`config.mk`:
```
export PLATFORM = sky130hd
export DESIGN_NAME = spi_frame_slave_rpi
export DESIGN_NICKNAME = d
export VERILOG_FILES = /design/src/rtl/spi_frame_slave_rpi.sv
export SDC_FILE = /design/constraint.sdc
export NUM_CORES = 1
export LEC_CHECK = 0
export ABC_AREA = 0
export CAP_MARGIN = 20
export CORE_ASPECT_RATIO = 1.5
export CORE_MARGIN = 3
export CORE_UTILIZATION = 45
export DETAILED_ROUTE_END_ITERATION = 10
export PLACE_DENSITY = 0.79
export SETUP_SLACK_MARGIN = 0.3
export SYNTH_ARGS = -nofsm -noshare
export SYNTH_HDL_FRONTEND = slang
export SYNTH_SLANG_ARGS = --single-unit
```
`constraint.sdc`:
```
create_clock -name CLK -period 2.7 [get_ports CLK]
set_input_delay 0.27 -clock CLK [delete_from_list [all_inputs] [get_ports CLK]]
set_output_delay 0.27 -clock CLK [all_outputs]
set_load 0.02 [all_outputs]
```
`src/rtl/spi_frame_slave_rpi.sv`:
```
// SPI mode-0 slave exchanging one FRAME_BITS frame (MSB first) per chip-select, all pins oversampled by CLK.
// Define SPI_FRAME_SEQ_EN to carry a 4-bit sequence number in bits [3:0] and add the SEQ_ERR pulse output.
module spi_frame_slave_rpi #(
    parameter int unsigned FRAME_BITS  = 256,
    parameter int unsigned SYNC_STAGES = 2
) (
    input  logic                  CLK,
    input  logic                  RESET_N,
    input  logic                  SPI_SCLK,
    input  logic                  SPI_CS_N,
    input  logic                  SPI_MOSI,
    output logic                  SPI_MISO,
    input  logic [FRAME_BITS-1:0] DATA_TX,
    output logic [FRAME_BITS-1:0] DATA_RX,
    output logic                  FRAME_VALID,
    output logic                  FRAME_ERR,
`ifdef SPI_FRAME_SEQ_EN
    output logic                  SEQ_ERR,
`endif
    output logic                  BUSY
);

    localparam int unsigned CNT_W = $clog2(FRAME_BITS + 2);
    localparam logic [CNT_W-1:0] CNT_FULL = CNT_W'(FRAME_BITS);
    localparam logic [CNT_W-1:0] CNT_SAT  = CNT_W'(FRAME_BITS + 1);

    typedef enum logic [1:0] {ST_IDLE, ST_SHIFT, ST_DONE} state_e;

    logic [SYNC_STAGES-1:0] sclk_sync_q, cs_sync_q, mosi_sync_q;
    logic                   sclk_prev_q, cs_prev_q;
    logic                   sclk_rise, sclk_fall, cs_rise, cs_fall, mosi_s;

    // CS_N synchroniser resets asserted so a frame in flight at reset release is ignored
    always_ff @(posedge CLK or negedge RESET_N) begin
        if (!RESET_N) begin
            sclk_sync_q <= '0;
            cs_sync_q   <= '0;
            mosi_sync_q <= '0;
            sclk_prev_q <= 1'b0;
            cs_prev_q   <= 1'b0;
        end else begin
            sclk_sync_q <= {sclk_sync_q[SYNC_STAGES-2:0], SPI_SCLK};
            cs_sync_q   <= {cs_sync_q[SYNC_STAGES-2:0], SPI_CS_N};
            mosi_sync_q <= {mosi_sync_q[SYNC_STAGES-2:0], SPI_MOSI};
            sclk_prev_q <= sclk_sync_q[SYNC_STAGES-1];
            cs_prev_q   <= cs_sync_q[SYNC_STAGES-1];
        end
    end

    assign sclk_rise = sclk_sync_q[SYNC_STAGES-1] & ~sclk_prev_q;
    assign sclk_fall = ~sclk_sync_q[SYNC_STAGES-1] & sclk_prev_q;
    assign cs_rise   = cs_sync_q[SYNC_STAGES-1] & ~cs_prev_q;
    assign cs_fall   = ~cs_sync_q[SYNC_STAGES-1] & cs_prev_q;
    assign mosi_s    = mosi_sync_q[SYNC_STAGES-1];

    state_e                state_q, state_d;
    logic [CNT_W-1:0]      cnt_q, cnt_d;
    logic [FRAME_BITS-2:0] tx_q, tx_d;
    logic [FRAME_BITS-1:0] rx_q, rx_d;
    logic [FRAME_BITS-1:0] data_rx_q, data_rx_d;
    logic                  miso_q, miso_d;
    logic                  valid_q, valid_d;
    logic                  err_q, err_d;
    logic                  busy_q, busy_d;
    logic [FRAME_BITS-1:0] tx_load;

`ifdef SPI_FRAME_SEQ_EN
    logic [3:0] tx_seq_q, tx_seq_d;
    logic [3:0] last_rx_seq_q, last_rx_seq_d;
    logic       seq_seen_q, seq_seen_d;
    logic       seq_err_q, seq_err_d;

    assign tx_load = {DATA_TX[FRAME_BITS-1:4], tx_seq_q};
`else
    assign tx_load = DATA_TX;
`endif

    // miso_q acts as the MSB of the TX shift register; tx_q holds the bits below it
    always_comb begin
        state_d   = state_q;
        cnt_d     = cnt_q;
        tx_d      = tx_q;
        rx_d      = rx_q;
        data_rx_d = data_rx_q;
        miso_d    = miso_q;
        valid_d   = 1'b0;
        err_d     = 1'b0;
        busy_d    = busy_q;
`ifdef SPI_FRAME_SEQ_EN
        tx_seq_d      = tx_seq_q;
        last_rx_seq_d = last_rx_seq_q;
        seq_seen_d    = seq_seen_q;
        seq_err_d     = 1'b0;
`endif
        case (state_q)
            ST_IDLE: begin
                if (cs_fall) begin
                    state_d = ST_SHIFT;
                    miso_d  = tx_load[FRAME_BITS-1];
                    tx_d    = tx_load[FRAME_BITS-2:0];
                    cnt_d   = '0;
                    busy_d  = 1'b1;
                end
            end
            ST_SHIFT: begin
                // CS_N rise takes priority over any SCLK edge in the same cycle
                if (cs_rise) begin
                    state_d = ST_DONE;
                    miso_d  = 1'b0;
                end else if (sclk_rise) begin
                    rx_d = {rx_q[FRAME_BITS-2:0], mosi_s};
                    if (cnt_q != CNT_SAT) begin
                        cnt_d = cnt_q + CNT_W'(1);
                    end
                end else if (sclk_fall) begin
                    miso_d = tx_q[FRAME_BITS-2];
                    tx_d   = {tx_q[FRAME_BITS-3:0], 1'b0};
                end
            end
            ST_DONE: begin
                state_d = ST_IDLE;
                busy_d  = 1'b0;
                miso_d  = 1'b0;
                if (cnt_q == CNT_FULL) begin
                    data_rx_d = rx_q;
                    valid_d   = 1'b1;
`ifdef SPI_FRAME_SEQ_EN
                    seq_err_d     = seq_seen_q && (rx_q[3:0] != (last_rx_seq_q + 4'd1));
                    last_rx_seq_d = rx_q[3:0];
                    seq_seen_d    = 1'b1;
                    tx_seq_d      = tx_seq_q + 4'd1;
`endif
                end else begin
                    err_d = 1'b1;
                end
            end
            default: begin
                state_d = ST_IDLE;
                miso_d  = 1'b0;
                busy_d  = 1'b0;
            end
        endcase
    end

    always_ff @(posedge CLK or negedge RESET_N) begin
        if (!RESET_N) begin
            state_q   <= ST_IDLE;
            cnt_q     <= '0;
            tx_q      <= '0;
            rx_q      <= '0;
            data_rx_q <= '0;
            miso_q    <= 1'b0;
            valid_q   <= 1'b0;
            err_q     <= 1'b0;
            busy_q    <= 1'b0;
        end else begin
            state_q   <= state_d;
            cnt_q     <= cnt_d;
            tx_q      <= tx_d;
            rx_q      <= rx_d;
            data_rx_q <= data_rx_d;
            miso_q    <= miso_d;
            valid_q   <= valid_d;
            err_q     <= err_d;
            busy_q    <= busy_d;
        end
    end

`ifdef SPI_FRAME_SEQ_EN
    always_ff @(posedge CLK or negedge RESET_N) begin
        if (!RESET_N) begin
            tx_seq_q      <= '0;
            last_rx_seq_q <= '0;
            seq_seen_q    <= 1'b0;
            seq_err_q     <= 1'b0;
        end else begin
            tx_seq_q      <= tx_seq_d;
            last_rx_seq_q <= last_rx_seq_d;
            seq_seen_q    <= seq_seen_d;
            seq_err_q     <= seq_err_d;
        end
    end

    assign SEQ_ERR = seq_err_q;
`endif

    assign SPI_MISO    = miso_q;
    assign DATA_RX     = data_rx_q;
    assign FRAME_VALID = valid_q;
    assign FRAME_ERR   = err_q;
    assign BUSY        = busy_q;

endmodule

```
==> qor.txt <==
status: completed
final setup fails: 0
Worst Path Required: 3.19 ns
Final HPWL DP: 54.25 mm
maximum vdd drop: 0.5468 mV
FF-to-FF path depth: 6
Synth Instances: 3086
CP arrival: 2.76 ns
H-tree levels: 3
Final Cell Area: 42630 sq um
Worst path slowest cell: dfrtp_1
# IOs: 521
cells along the critical path: nor3b_2 -> a41oi_2 -> nor2_4 -> buf_12 -> buf_12 -> mux2_2
Post-Place Cell Area: 40000 sq um
critical path depth in cells: 6
Synth Register Bits: 790
number of antenna violations at the first check in global routing: 3
slew at the pin with the worst max-slew slack: 0.8571 ns
number of flops mapped to enable cells by yosys: 0
RSZ-0062 raised after global routing: no
first-pass GRT wire length: 129.8 mm
CP Launch Point: state_q[0]$_DFFE_PN0P_
overall power: 30.53 mW
Final Util: 57.58%
Multi-input gate area: 12860 sq um
internal reg-to-reg setup slack: 0.43 ns
TritonCTS clock tree: yes
clock latency at the later pin of the worst-skew pair: 0.62 ns
commonest non-fill, non-tap cell in the layout: nand2_1
chip height: 341.0 microns
Hold Vio Cnt, Final: 0
# Max-Cap Violations: 0
most frequent cells in the layout: nand2_1 (1537), dfrtp_1 (790), clkdlybuf4s50_1 (519)
CP Launch Type: flop
remaining antenna violation count: 0
ys async rst share: 100.0%
YS warnings: 0
Unique masters post-synth: 37
RR Startpoint: state_q[0]$_DFFE_PN0P_
Clock transition at path regs: 0.06 ns
Synth Flop Type: dfrtp_1
Pins Over Slew Limit: 0
Max transition margin: 42.86%
total wire length: 81.50 mm
crit path to: tx_q[135]$_DFFE_PN0P_
worst slack at placement: 0.3115 ns
Cell Pwr Density: 716.1 nW/um^2
Mapped Area: 33680 sq um
CP most frequent cell: buf_12
fraction of the yosys area taken by sequential cells: 58.70%
final period utilization: 83.96%
largest net degree at the start of global routing: 168
final worst slack: 0.4331 ns
drc violations: 0
Via density: 5.034
number of buffers added on ports: 520
top achievable clock speed: 441.1 MHz
P_leak: 22.06 nW
met3 Use GR: 4.451%
Filler cells: 5804
CP peak stage delay: 0.53 ns
met1 GRT Util: 25.85%
Seq. cell area: 19770 sq um
CTS sink cnt: 790
Area Growth Syn to Fin: 26.58%
Buf/Inv on CP: 2
routed length per instance: 17.61 microns
vias in the first global route: 24010
delay-heaviest family, CP: simple AND/OR/NAND/NOR gates
met2 track demand over resource: 35.31%
grt total ovfl: 0
die area: 78220 sq um
Initial Util: 45.49%
fin nets: 3838
First-pass DRT Iterations: 7
via count: 23300
critical path peak fanout: 51
busiest grt layer: met2
Worst Hold Depth: 1
Avg Synthesized Cell Area: 10.91 sq um
CORE AREA: 74030 sq um
critical path class: flop to flop
total negative slack: 0 ns
Starting DRT DRC Count: 1558
min cycle time layout: 2.267 ns
all-layer global routing usage: 20.53%
Die W: 229.4 microns
hold crit path type: input port to flop
share of cells above drive strength 1: 18.74%
CTS Buf Count: 76
clk_skew: 0.02542 ns
FP Rows: 122
CTS Root Cell: clkbuf_16
GP Congestion: 0.8105
Worst setup EP type: flop
clk buf depth: 3
net count after synthesis: 3350
RR Endpoint: tx_q[135]$_DFFE_PN0P_
[cells in the mapped netlist, types with 2 or more instances]
cell	count	area, sq um
nand2_1	1537	5769
buf_6	23	259.0
nor3_1	4	20.02
buf_8	10	150.1
nand2b_1	4	25.02
buf_2	74	370.4
nor3b_1	2	15.01
o21ai_0	8	40.04
and3_1	2	12.51
or4_1	2	15.01
a31o_2	2	17.52
o211ai_1	5	37.54
a21oi_1	2	10.01
nor2b_1	3	18.77
nand3_1	8	40.04
ha_1	3	37.54
xnor2_1	2	17.52
mux2_2	255	2872
clkbuf_1	63	236.5
nor2_1	3	11.26
mux2_1	27	304.0
inv_1	11	41.29
dfrtp_1	790	19770
buf_1	5	18.77
mux2_4	229	3438
[worst min-delay path by stage]
stage | startpoint | endpoint | slack (ns)
2_1_floorplan | RESET_N | BUSY$_DFFE_PN0P_ | -0.03
6_report | SPI_CS_N | cs_sync_q[0]$_DFF_PN0_ | 0.1
5_1_grt | SPI_CS_N | cs_sync_q[0]$_DFF_PN0_ | 0.06
4_1_cts | SPI_CS_N | cs_sync_q[0]$_DFF_PN0_ | 0.05
3_3_place_gp | RESET_N | rx_q[158]$_DFFE_PN0P_ | 0.27
3_5_place_dp | RESET_N | DATA_RX[187]$_DFFE_PN0P_ | 0.28
[worst register-to-register path, stage by stage, from the launching register on]
cell and delay [ns]:
dfrtp_1 0.53, nor3b_2 0.37, a41oi_2 0.12, nor2_4 0.18, buf_12 0.22, buf_12 0.33, mux2_2 0.41
[state kept, by name, summed over array words and instances, names as in the netlist]
| name | flops |
|---|---|
| rx_q | 256 |
| state_q | 2 |
| DATA_RX | 256 |
| sclk_prev_q | 1 |
| SPI_MISO | 1 |
| mosi_sync_q | 2 |
| cs_sync_q | 2 |
| BUSY | 1 |
| tx_q | 255 |
| cs_prev_q | 1 |
| FRAME_VALID | 1 |
| FRAME_ERR | 1 |
| sclk_sync_q | 2 |
| cnt_q | 9 |
[stage by stage]
step           hold WS [ns]  instances
6_report            0.09876       4628
4_1_cts             0.04625       4626
3_5_place_dp         0.2768       4485
5_1_grt             0.05975       4627
3_3_place_gp         0.2728       4485
2_1_floorplan      -0.02559       3086
[what timing repair did]
action | CTS | global route
resized for setup | 0 | 0
buffers inserted | 2 | 0
hold buffers | 1 | 0
endpoints found under the hold margin | 47 | 0
setup endpoints to repair | 5 | 0
[cell families after synthesis]
| family | count (synthesis) | share of synthesized area [%] |
|---|---|---|
| compound gates | 24 | 0.5017 |
| xor+xnor | 2 | 0.05203 |
| fa+ha+maj | 3 | 0.1115 |
| buf+inv | 186 | 3.195 |
| flops | 790 | 58.70 |
| mux | 511 | 19.64 |
| simple gates | 1570 | 17.80 |
[layer usage]
metal,vias up,wire length (microns),part of all wire (%)
met5,-,10,0.012
met4,2,2525,3.1
met3,147,5180,6.4
met2,752,40790,50
met1,11570,32990,40
li1,10830,-,-
[area by class of cell]
class | count | area share [%]
timing repair buffer | 585 | 14.37
tap | 992 | 2.912
inverter | 11 | 0.09686
sequential | 790 | 46.38
clock buffer | 110 | 5.187
antenna | 2 | 0.01174
multi-input combinational | 2110 | 30.18
clock inverter | 28 | 0.8659
[report_power, final]
group | leakage, nW | internal, mW | switching (mW)
sequential | 10.5 | 13.8 | 1.08
clock | 1.27 | 6.25 | 4.69
combinational | 10.3 | 2.48 | 2.22
Power figures use the tool's default switching activity.
